[config.mk]
export PLATFORM = sky130hd
export DESIGN_NAME = level_generator_flat
export DESIGN_NICKNAME = d
export VERILOG_FILES = /design/src/rtl/level_generator_if.sv /design/src/rtl/level_generator.sv /design/src/flat_wrapper.sv
export SDC_FILE = /design/constraint.sdc
export NUM_CORES = 1
export LEC_CHECK = 0
export CORE_UTILIZATION = 46
export DETAILED_ROUTE_END_ITERATION = 12
export GPL_TIMING_DRIVEN = 1
export PLACE_DENSITY = 0.69
export SETUP_SLACK_MARGIN = 0.3
export SYNTH_ARGS = -nofsm -noshare
export SYNTH_HDL_FRONTEND = slang
export SYNTH_SLANG_ARGS = --single-unit
[constraint.sdc]
create_clock -name clk -period 3.3 [get_ports clk]
set_input_delay 0.495 -clock clk [delete_from_list [all_inputs] [get_ports clk]]
set_output_delay 0.495 -clock clk [all_outputs]
set_load 0.02 [all_outputs]
[src/rtl/level_generator_if.sv]
// Control/data bundle between the game controller, the level generator and
// the playback/response stages.
interface level_generator_if;
    logic        new_game;
    logic        advance;
    logic [15:0] level_data;
    logic [3:0]  level_length;
    logic        level_ready;
    logic        game_complete;

    modport master (
        output new_game,
        output advance,
        input  level_data,
        input  level_length,
        input  level_ready,
        input  game_complete
    );

    modport slave (
        input  new_game,
        input  advance,
        output level_data,
        output level_length,
        output level_ready,
        output game_complete
    );
endinterface

[src/rtl/level_generator.sv]
// Builds the memory-game note sequence: one pseudo-random one-hot note is
// appended per won level, earlier notes are never touched.
module level_generator #(
    parameter int          MAX_NOTES = 4,
    parameter logic [15:0] SEED      = 16'hACE1
) (
    input  logic               clk,
    input  logic               reset,
    level_generator_if.slave   bus
);

    typedef enum logic [1:0] {
        S_IDLE     = 2'd0,
        S_GEN      = 2'd1,
        S_READY    = 2'd2,
        S_COMPLETE = 2'd3
    } state_t;

    localparam logic [3:0]  MAX_LEN  = 4'(MAX_NOTES);
    localparam logic [15:0] TAP_MASK = 16'hB400;

    state_t      r_state;
    state_t      w_next_state;
    logic [15:0] r_lfsr;
    logic [15:0] r_level_data;
    logic [3:0]  r_level_length;
    logic        r_level_ready;
    logic        r_game_complete;

    logic [15:0] w_level_data;
    logic [3:0]  w_level_length;
    logic        w_level_ready;
    logic        w_game_complete;
    logic [3:0]  w_candidate;
    logic [3:0]  w_prev_note;
    logic [3:0]  w_note;

    // Galois right-shift step; an all-zero register is forced back to 1 so
    // the generator can never lock up.
    function automatic logic [15:0] lfsr_step(input logic [15:0] v);
        logic [15:0] r;
        if (v == 16'h0000) begin
            r = 16'h0001;
        end else if (v[0]) begin
            r = (v >> 1) ^ TAP_MASK;
        end else begin
            r = v >> 1;
        end
        return r;
    endfunction

    function automatic logic [3:0] get_nibble(input logic [15:0] data, input logic [1:0] idx);
        logic [3:0] r;
        case (idx)
            2'd0:    r = data[15:12];
            2'd1:    r = data[11:8];
            2'd2:    r = data[7:4];
            2'd3:    r = data[3:0];
            default: r = 4'b0000;
        endcase
        return r;
    endfunction

    function automatic logic [15:0] set_nibble(input logic [15:0] data, input logic [1:0] idx,
                                               input logic [3:0] note);
        logic [15:0] r;
        r = data;
        case (idx)
            2'd0:    r[15:12] = note;
            2'd1:    r[11:8]  = note;
            2'd2:    r[7:4]   = note;
            2'd3:    r[3:0]   = note;
            default: r = data;
        endcase
        return r;
    endfunction

    assign w_candidate = 4'b0001 << r_lfsr[1:0];
    assign w_prev_note = get_nibble(r_level_data, r_level_length[1:0] - 2'd1);
    assign w_note      = ((r_level_length != 4'd0) && (w_candidate == w_prev_note))
                         ? {w_candidate[2:0], w_candidate[3]} : w_candidate;

    // Free-running note source, independent of game flow.
    always_ff @(posedge clk or posedge reset) begin
        if (reset) begin
            r_lfsr <= SEED;
        end else begin
            r_lfsr <= lfsr_step(r_lfsr);
        end
    end

    // State and output registers.
    always_ff @(posedge clk or posedge reset) begin
        if (reset) begin
            r_state         <= S_IDLE;
            r_level_data    <= 16'h0000;
            r_level_length  <= 4'd0;
            r_level_ready   <= 1'b0;
            r_game_complete <= 1'b0;
        end else begin
            r_state         <= w_next_state;
            r_level_data    <= w_level_data;
            r_level_length  <= w_level_length;
            r_level_ready   <= w_level_ready;
            r_game_complete <= w_game_complete;
        end
    end

    // Next-state and next-output logic; new_game wins over everything.
    always_comb begin
        w_next_state    = r_state;
        w_level_data    = r_level_data;
        w_level_length  = r_level_length;
        w_level_ready   = r_level_ready;
        w_game_complete = r_game_complete;

        if (bus.new_game) begin
            w_next_state    = S_GEN;
            w_level_data    = 16'h0000;
            w_level_length  = 4'd0;
            w_level_ready   = 1'b0;
            w_game_complete = 1'b0;
        end else begin
            case (r_state)
                S_IDLE: begin
                    w_next_state = S_IDLE;
                end
                S_GEN: begin
                    w_level_data   = set_nibble(r_level_data, r_level_length[1:0], w_note);
                    w_level_length = r_level_length + 4'd1;
                    w_level_ready  = 1'b1;
                    w_next_state   = S_READY;
                end
                S_READY: begin
                    if (bus.advance) begin
                        w_level_ready = 1'b0;
                        if (r_level_length < MAX_LEN) begin
                            w_next_state = S_GEN;
                        end else begin
                            w_next_state    = S_COMPLETE;
                            w_game_complete = 1'b1;
                        end
                    end else begin
                        w_next_state = S_READY;
                    end
                end
                S_COMPLETE: begin
                    w_next_state = S_COMPLETE;
                end
                default: begin
                    w_next_state = S_IDLE;
                end
            endcase
        end
    end

    assign bus.level_data    = r_level_data;
    assign bus.level_length  = r_level_length;
    assign bus.level_ready   = r_level_ready;
    assign bus.game_complete = r_game_complete;

endmodule

[src/flat_wrapper.sv]
// flat-port wrapper written by rule: the top's interface ports become plain ports
module level_generator_flat 
#(
    parameter int          MAX_NOTES = 4,
    parameter logic [15:0] SEED      = 16'hACE1
)
  (clk, reset, bus_new_game, bus_advance, bus_level_data, bus_level_length, bus_level_ready, bus_game_complete);
  level_generator_if bus_i ();
  input  logic clk;
  input  logic reset;
  input wire logic [$bits(bus_i.new_game)-1:0] bus_new_game;
  input wire logic [$bits(bus_i.advance)-1:0] bus_advance;
  output wire logic [$bits(bus_i.level_data)-1:0] bus_level_data;
  output wire logic [$bits(bus_i.level_length)-1:0] bus_level_length;
  output wire logic [$bits(bus_i.level_ready)-1:0] bus_level_ready;
  output wire logic [$bits(bus_i.game_complete)-1:0] bus_game_complete;
  assign bus_i.new_game = bus_new_game;
  assign bus_i.advance = bus_advance;
  assign bus_level_data = bus_i.level_data;
  assign bus_level_length = bus_i.level_length;
  assign bus_level_ready = bus_i.level_ready;
  assign bus_game_complete = bus_i.game_complete;
  level_generator #(.MAX_NOTES(MAX_NOTES), .SEED(SEED)) u_core (.clk(clk), .reset(reset), .bus(bus_i));
endmodule
Word level (Yosys, flattened, before mapping)
Index checks and enable logic that the tools add are counted.
{ "totals": {"regBits": 40, "latch_bits": 0, "ram_bits": 0, "mem_bits_ro": 0, "input_bits": 4, "output_inout_bits": 22, "word_cells": 69, "memories": 0} }
{ "classes": {"n_addsub": 2, "mul": 0, "div": 0, "magnitude_cmp": 1, "n_eq_ne": 12, "shift": 1, "muxes": 23, "n_bitwise": 1, "n_reduce_logical": 20} }
{ "op_table": {"columns": ["op", "count"], "rows": [
  ["16-bit two-way mux", 4],
  ["4-bit two-way mux", 7],
  ["16-bit logical NOT", 1],
  ["4-bit one-hot mux with 4 select lines", 1],
  ["2-bit nonzero test", 7],
  ["2-bit equality test (second input constant)", 6],
  ["2-bit AND reduction", 5],
  ["2-bit one-hot mux with 4 select lines", 1],
  ["2-bit by 1-bit equality test with 1-bit output (second input constant)", 3],
  ["2-bit logical NOT", 3],
  ["1-bit two-way mux", 6],
  ["2-bit two-way mux", 3],
  ["4-bit by 1-bit adder with 4-bit output (second input constant)", 1],
  ["4-bit equality test", 1],
  ["4-bit by 3-bit < comparator with 1-bit output (second input constant)", 1],
  ["3-bit NOT with 4-bit output", 1],
  ["4-bit nonzero test", 1],
  ["1-bit by 2-bit left shift with 4-bit output (first input constant)", 1],
  ["3-bit != test (second input constant)", 1],
  ["3-bit AND reduction", 1],
  ["3-bit nonzero test", 1],
  ["2-bit != test (second input constant)", 1],
  ["1-bit one-hot mux with 2 select lines", 1],
  ["2-bit by 1-bit subtractor with 2-bit output (second input constant)", 1],
  ["1-bit logical AND", 1]
]} }

Depth between registers and ports, before layout
Gate-level depths: netlist (run 1).
{ "logic_depth": {"word_depth": 9, "depth_mapped": 9} }

Least setup slack after synthesis (run 1)
Ideal clock, no wire load.
{ "synth_timing": {"path_type": "reg2reg", "from": "reg u_core.r_level_length[0], in the netlist u_core.bus.level_length[0]", "to": "reg u_core.r_level_data[0], in the netlist u_core.bus.level_data[0]", "setup_ps": 128, "arrival_time_ps": 2414, "slack_ps": 758, "path_stages_with_launch": 9, "cell_sequence": "dfrtp_1 -> inv_1 -> ha_1 -> a222oi_1 -> a32o_2 -> o21ai_1 -> or3b_1 -> a32oi_2 -> o21ai_1"} }
{ "synth_between": {"elab_chain_cells": 9, "elab_cells_between_ends": 16, "classes_between": "add/sub (1); eq/ne (5); mux (5); reduce/logical (5)"} }
{ "synth_rtl": {"columns": ["element", "line_no", "source"], "rows": [
  ["start: declaration", "level_generator.sv:26", "logic [3:0] r_level_length;"],
  ["start signal: assignment", "level_generator.sv:103", "r_level_length <= w_level_length;"],
  ["2-bit by 1-bit subtractor with 2-bit output", "level_generator.sv:79", "assign w_prev_note = get_nibble(r_level_data, r_level_length[1:0] - 2'd1);"],
  ["2-bit equality test (tied with other cells)", "level_generator.sv:54", "case (idx)"],
  ["4-bit one-hot mux with 4 select lines", "level_generator.sv:54", null],
  ["4-bit equality test", "level_generator.sv:80", "assign w_note = ((r_level_length != 4'd0) && (w_candidate == w_prev_note))"],
  ["1-bit logical AND", "level_generator.sv:80", null],
  ["4-bit two-way mux", "level_generator.sv:81", "? {w_candidate[2:0], w_candidate[3]} : w_candidate;"],
  ["4-bit two-way mux", "level_generator.sv:68", "case (idx)"],
  ["16-bit two-way mux", "level_generator.sv:124", "case (r_state)"],
  ["16-bit two-way mux", "level_generator.sv:117", "if (bus.new_game) begin"],
  ["end signal: assignment", "level_generator.sv:102", "r_level_data <= w_level_data;"],
  ["end: declaration", "level_generator.sv:25", "logic [15:0] r_level_data;"]
]} }
Several ways; a longest one is shown, not always the timed one. The select of a mux whose other input is x is not followed.
A chain may end at the register's enable or synchronous reset.

Final worst setup path (run 1)
Ends and elaborated chain as after synthesis.

==> results of run 1 <==
-- cell usage after synthesis --
cell type / n
nand4_1: 2
a21oi_1: 10
nand3_1: 2
a32oi_2: 1
nor3b_1: 1
and2b_1: 1
dfrtp_1: 32
o2bb2ai_1: 1
a2111o_1: 1
nand2b_1: 1
buf_4: 2
clkbuf_1: 14
or3b_1: 1
xnor2_1: 1
o22a_1: 1
nor2_1: 12
ha_1: 7
a32oi_1: 1
buf_2: 1
or3_1: 1
and3b_1: 1
nand4b_1: 1
nor3_1: 2
dfstp_2: 8
a41o_1: 1
a32o_2: 1
nor2b_1: 5
a222oi_1: 4
inv_1: 8
o21ai_0: 16
a2111oi_0: 1
nand3b_1: 8
a211oi_1: 1
a211oi_2: 2
nand2_1: 17
o21ai_1: 5
nor4_1: 3
a22oi_1: 1
xor2_1: 5
buf_6: 1
a21o_1: 1
-- power by group --
part / total [W] / switching, W / internal, W / leakage, nW
combinational: 0.000159 / 0.0000981 / 0.0000606 / 0.385
clock: 0.000307 / 0.000158 / 0.000148 / 0.0422
sequential: 0.000515 / 0.0000138 / 0.000502 / 0.499
total: 0.000981 / 0.000270 / 0.000711 / 0.926
-- timing repair --
item | 4_1_cts | 5_1_grt
hold buffers | 0 | 0
endpoints found under the setup margin | 0 | 3
setup buffers | 0 | 1
-- sequential cells by signal, indices dropped and copies added (netlist names) --
signal,flops
u_core.bus.level_data,16
u_core.r_lfsr,16
u_core.bus.level_length,4
u_core.r_state,2
u_core.bus.game_complete,1
u_core.bus.level_ready,1
-- cell families (layout without fill, tap and decap cells) --
family / after synthesis / in the layout / synth area share
AO/OA/AOI/OAI: 48 / 48 / 0.1722
XOR/XNOR: 6 / 6 / 0.02770
adder cells (fa/ha/maj): 7 / 7 / 0.04617
buffers and inverters: 26 / 45 / 0.06002
flip-flops: 40 / 40 / 0.5330
AND/OR/NAND/NOR: 58 / 58 / 0.1610
-- per-layer routing --
metal | vias to the layer above | global-route usage
met5 | - | 0
met1 | 717 | 0.2846
li1 | 675 | -
met2 | 46 | 0.3355
met3 | 5 | 0.04483
met4 | 0 | 0.07979
-- how the worst max path moves through the flow --
stage,slack [ps],cells past startpoint,start,endpoint
finish,470,8,u_core.bus.level_length[0]$_DFFE_PP0P_,u_core.bus.level_data[0]$_DFFE_PP0P_
global route,300,8,u_core.bus.level_length[0]$_DFFE_PP0P_,u_core.bus.level_data[8]$_DFFE_PP0P_
CTS,480,8,u_core.bus.level_length[0]$_DFFE_PP0P_,u_core.bus.level_data[0]$_DFFE_PP0P_
detailed placement,480,8,u_core.bus.level_length[0]$_DFFE_PP0P_,u_core.bus.level_data[4]$_DFFE_PP0P_
global placement,540,8,u_core.bus.level_length[0]$_DFFE_PP0P_,u_core.bus.level_data[4]$_DFFE_PP0P_
floorplan,760,8,u_core.bus.level_length[0]$_DFFE_PP0P_,u_core.bus.level_data[0]$_DFFE_PP0P_
-- stage by stage --
stage | total power (W) | hold WS, ps
after floorplan | 0.0006284 | 405.2
after global placement | 0.0006756 | 355.4
after detailed placement | 0.0006808 | 359.7
after CTS | 0.0009882 | 369.1
after global routing | 0.001021 | 376.7
final | 0.0009806 | 366.8
-- layout make-up --
cell class | count | area (µm²)
Clock buffer | 7 | 76.32
Clock inverter | 1 | 5.005
Fill cell | 325 | 1564
Inverter | 8 | 30.03
Multi-Input combinational cell | 119 | 772.0
Sequential cell | 40 | 1011
Tap cell | 48 | 60.06
Timing Repair Buffer | 29 | 280.3
==> summary.txt, run 1 <==
Outcome = finished, final reports clean
Worst-Margin Slew = 680.0 ps
Syn. warnings = 0
Mapped Cells = 185
Post_cts resized = 0
Max Cap Viol = 0
Critical path launch point type = flip-flop
Crit-path cells = inv_1, ha_1, a222oi_1, a32o_2, o21ai_1, or3b_1, a32oi_2, o21ai_1
Final setup vio count = 0
Period utilization = 0.8578
Final worst slack = 469.2 ps
TritonCTS buffer count = 5
Fin nets = 214
Via count = 1443
Placement Setup Slack = 484.2 ps
WP data required = 3470 ps
Chip Width = 66.22 µm
FF+latch count, synth = 40
Vias in the first global route = 1411
Critical path peak fanout = 7
Area contributors post-synth = dfrtp_1, dfstp_2, ha_1
HP Class = reg -> reg
Initial antenna violation count = 0
R2r worst-path depth = 8
Hold Path Depth = 0
Avg WL per Cell = 16.46 µm
Mapped Area = 1897 µm²
Slew headroom = 0.5462
Total Wirelength = 4149 µm
Global route overflow = 0
Max Slew Vio Count = 0
Skew-Pair Late Insertion Delay = 290 ps
Share of the core filled with cells = 0.5883
Hold path start = u_core.r_lfsr[7]$_DFF_PP1_
Net Count, Synth = 196
Worst path slowest cell = a222oi_1
Vias per cell = 5.726
Area grow syn2layout = 17.81%
Total global-route track usage = 0.2122
Die H = 66.22 µm
# IOs = 26
Crit end category = flip-flop
Clock transition at path regs = 80 ps
Most common cell after layout, fill and taps aside = dfrtp_1
Cell total after placement = 243
RSZ-0062 raised after global routing = false
CTS Buffer Depth = 2
Worst Skew = 11.02 ps
Tmin final = 2831 ps
Share of cells above drive strength 1 = 0.1078
Sequential share of the synthesized area = 0.5330
Largest stage delay, worst path = 530 ps
Metal1 wirelength = 1856 µm
First-pass GRT wire length = 6851 µm
Most frequent cells in the layout = dfrtp_1, clkdlybuf4s50_1, nand2_1
Crit path kind = reg -> reg
CP bufs+invs = 1
Hold Path End = u_core.r_lfsr[6]$_DFF_PP1_
Initial Utilization = 0.4993
Initial drt markers = 129
Crit path top cell by count = o21ai_1
PwrDens = 438.8 nW/µm²
Syn_area_per_cell = 10.25 µm²
Htree depth = 2
Reg-to-reg setup timing slack = 470 ps
Leak pwr = 0.9255 nW
Final setup TNS = 0 ps
Final hold vios = 0
DR top layer = met4
CTS tree = done
Clock sinks = 40
Critical Path AT = 3000 ps
Routed length on met3 = 200 µm
Die area = 4384 µm²
Post-synth top area share = 0.4222
Clock root buffer = clkbuf_8
# DRC = 0
Largest area contributor in the synthesized netlist = dfrtp_1
IO Port Bufs = 25
Max Fclk = 353.3 MHz
Worst r2r dst = u_core.bus.level_data[0]$_DFFE_PP0P_
Instance area at placement = 2146 µm²
RR Startpoint = u_core.bus.level_length[0]$_DFFE_PP0P_
Cell Rows = 22
Cell variety after synth = 41
Met2 Wirelength = 2028 µm
Diode count = 0
Core Area = 3799 µm²
Finished Layout Cells = 252
GP Congestion = 0.8684
DP HPWL = 2957 µm
CP top delay family = compound AO/OA/AOI/OAI gates
Largest net degree at the start of global routing = 23
Post-route cell area = 2235 µm²
Antenna-violating nets left = 0
DRT Pass-1 Iters = 4
Maximum vdd drop = 0.2370 mV
No activity file was read; power rests on OpenSTA's default activity.
==> run 2: changes to the inputs <==
--- a/config.mk
+++ b/config.mk
@@ -9,6 +9,7 @@
 export DETAILED_ROUTE_END_ITERATION = 12
 export GPL_TIMING_DRIVEN = 1
 export PLACE_DENSITY = 0.69
+export RECOVER_POWER = 100
 export SETUP_SLACK_MARGIN = 0.3
 export SYNTH_ARGS = -nofsm -noshare
 export SYNTH_HDL_FRONTEND = slang
==> run 2 against run 1 <==
Against the previous run: critical path depth unchanged; clock power about the same; core utilization fell by 0.69 points; final cell count stayed put; clock skew decreased by 1.3 ps; fmax decreased by 4.1%; hold slack improved by 8.2 ps; sequential share of layout area grew 0.54 points; total power down 1.1%; largest cell class unchanged.
==> summary.txt, run 2 (same netlist as run 1, synthesis figures left out) <==
Flop pwr share = 0.530 (+0.004)
Diode count = 0 (unchanged)
Critical Path AT = 3100 ps (+100 ps)
# IOs = 26 (unchanged)
Clock sinks = 40 (unchanged)
Clock root buffer = clkbuf_8
Cts hold-fix bufs = 0 (unchanged)
PwrDens = 439.3 nW/µm² (+0.11%)
GP Congestion = 0.8684 (unchanged)
Cell Rows = 22 (unchanged)
Critical path launch point type = flip-flop
Final setup vio count = 0 (unchanged)
Tmin final = 2951 ps (+119.7 ps)
Final hold vios = 0 (unchanged)
Most common cell after layout, fill and taps aside = dfrtp_1
Worst path slowest cell = a222oi_1
Die H = 66.22 µm (unchanged)
DRT Pass-1 Iters = 5 (+1)
Global route overflow = 0 (unchanged)
WP data required = 3450 ps (-20 ps)
Area grow syn2layout = 16.42%
Die area = 4384 µm² (unchanged)
Initial antenna violation count = 0 (unchanged)
Max Cap Viol = 0 (unchanged)
RSZ-0062 raised after global routing = false
Antenna-violating nets left = 0 (unchanged)
Chip Width = 66.22 µm (unchanged)
Met1 usage = 0.2846 (unchanged)
Htree depth = 2 (unchanged)
Sw Pwr = 0.0002659 W (-1.6%)
Clock transition at path regs = 80 ps (about the same)
Initial drt markers = 132 (+2.3%)
Multi-input logic area = 753.2 µm² (-2.4%)
Reg area = 1011 µm² (unchanged)
DP HPWL = 2957 µm (unchanged)
Grt met3 use = 0.04483 (unchanged)
HP Class = reg -> reg
Met2 Usage GRT = 0.3355 (unchanged)
Post_cts resized = 0 (unchanged)
Vias in the first global route = 1411 (unchanged)
Largest net degree at the start of global routing = 23 (unchanged)
Crit-path cells = inv_1, ha_1, a222oi_1, a32o_1, o21ai_1, or3b_1, a32oi_1, o21ai_0
# DRC = 0 (unchanged)
Share of cells above drive strength 1 = 0.05392 (-0.05392)
Avg WL per Cell = 16.48 µm (+0.12%)
Vias per cell = 5.687 (-0.69%)
Max Slew Vio Count = 0 (unchanged)
Final setup TNS = 0 ps (unchanged)
Largest stage delay, worst path = 540 ps (about the same)
Slew headroom = 0.2158 (-0.3304)
Period utilization = 0.8941 (+0.03628)
CP bufs+invs = 1 (unchanged)
TritonCTS buffer count = 5 (unchanged)
CTS tree = done
Max Fclk = 338.9 MHz (-4.1%)
Filler cells = 329 (+1.2%)
First-pass GRT wire length = 6851 µm (unchanged)
Core Area = 3799 µm² (unchanged)
Crit end category = flip-flop
Most used routing layer = met2
Outcome = finished, final reports clean
Instance area at placement = 2146 µm² (unchanged)
Skew-Pair Late Insertion Delay = 290 ps (about the same)
Initial Utilization = 0.4993 (unchanged)
CP top delay family = compound AO/OA/AOI/OAI gates
Sw frac = 0.2741 (-0.001395)
Internal power = 0.0007043 W (-0.88%)
Post-route cell area = 2208 µm² (-1.2%)
CTS Buffer Depth = 2 (unchanged)
Fin nets = 214 (unchanged)
Maximum vdd drop = 0.2350 mV (-0.86%)
Via count = 1433 (-0.69%)
Crit path kind = reg -> reg
Clk pwr share = 0.314 (about the same)
Worst-Margin Slew = 1176 ps (+496.4 ps)
Worst Skew = 9.746 ps (-1.271 ps)
Total Wirelength = 4154 µm (+0.12%)
Most frequent cells in the layout = dfrtp_1, dlygate4sd3_1, o21ai_0
IO Port Bufs = 25 (unchanged)
Total global-route track usage = 0.2122 (unchanged)
Leak pwr = 0.9842 nW (+6.3%)
Critical path peak fanout = 7 (unchanged)
Comb power frac = 0.155 (-0.007)
==> run 2: power by group through the flow <==
stage	sequential [W]	clock, W	combinational (W)
detailed placement	0.000524	0	0.000157
finish	0.000515	0.000305	0.000151
floorplan	0.000533	0	0.0000957
global placement	0.000523	0	0.000153
CTS	0.000515	0.000315	0.000158
global route	0.000516	0.000329	0.000167
==> run 2: cell type report <==
cell class | count | share of cell area
repair buffers | 29 | 0.1235
clock buffers | 7 | 0.03456
inverters | 8 | 0.01360
well taps | 48 | 0.02720
clock inverters | 1 | 0.002266
flip-flops and latches | 40 | 0.4578
multi-input cells | 119 | 0.3411
==> run 2: worst register-to-register path, cell delays in order, from the launching register on <==
cell	delay, ps
dfrtp_1	480
inv_1	140
ha_1	280
a222oi_1	540
a32o_1	300
o21ai_1	100
or3b_1	370
a32oi_1	440
o21ai_0	180
==> run 2: layer usage <==
metal,wire length (µm),up-vias
met4,61,0
met1,1817,694
met5,0,-
met3,259,5
met2,2016,60
li1,-,674
==> run 2: worst paths after layout <==
kind | startpoint | end | slack (ps) | depth (start not counted)
min in group asynchronous | reset | u_core.bus.level_data[13]$_DFFE_PP0P_ | 750 | 2
worst min register to register | u_core.r_lfsr[7]$_DFF_PP1_ | u_core.r_lfsr[6]$_DFF_PP1_ | 370 | 0
worst max-delay path | u_core.bus.level_length[0]$_DFFE_PP0P_ | u_core.bus.level_data[0]$_DFFE_PP0P_ | 350 | 8
worst max register to register | u_core.bus.level_length[0]$_DFFE_PP0P_ | u_core.bus.level_data[0]$_DFFE_PP0P_ | 350 | 8
worst min-delay path | u_core.r_lfsr[7]$_DFF_PP1_ | u_core.r_lfsr[6]$_DFF_PP1_ | 370 | 0
max in group asynchronous | reset | u_core.bus.game_complete$_DFFE_PP0P_ | 1040 | 3
==> run 2: per-stage QoR <==
| stage | hold slack, ps | setup WS (ps) | utilization | total power [W] | instances |
|---|---|---|---|---|---|
| floorplan | 405.2 | 757.9 | - | 0.0006284 | 185 |
| global placement | 355.4 | 538.7 | 0.5649 | 0.0006756 | 243 |
| detailed placement | 359.7 | 484.2 | 0.5649 | 0.0006808 | 243 |
| CTS | 369.1 | 479.4 | 0.5863 | 0.0009882 | 251 |
| global route | 391.3 | 151.2 | 0.5814 | 0.001012 | 252 |
| finish | 375.0 | 349.5 | 0.5814 | 0.0009702 | 252 |
==> run 2: timing repair <==
action	4_1_cts	5_1_grt
buffers inserted	0	1
endpoints found under the hold margin	0	0
endpoints found under the setup margin	0	3
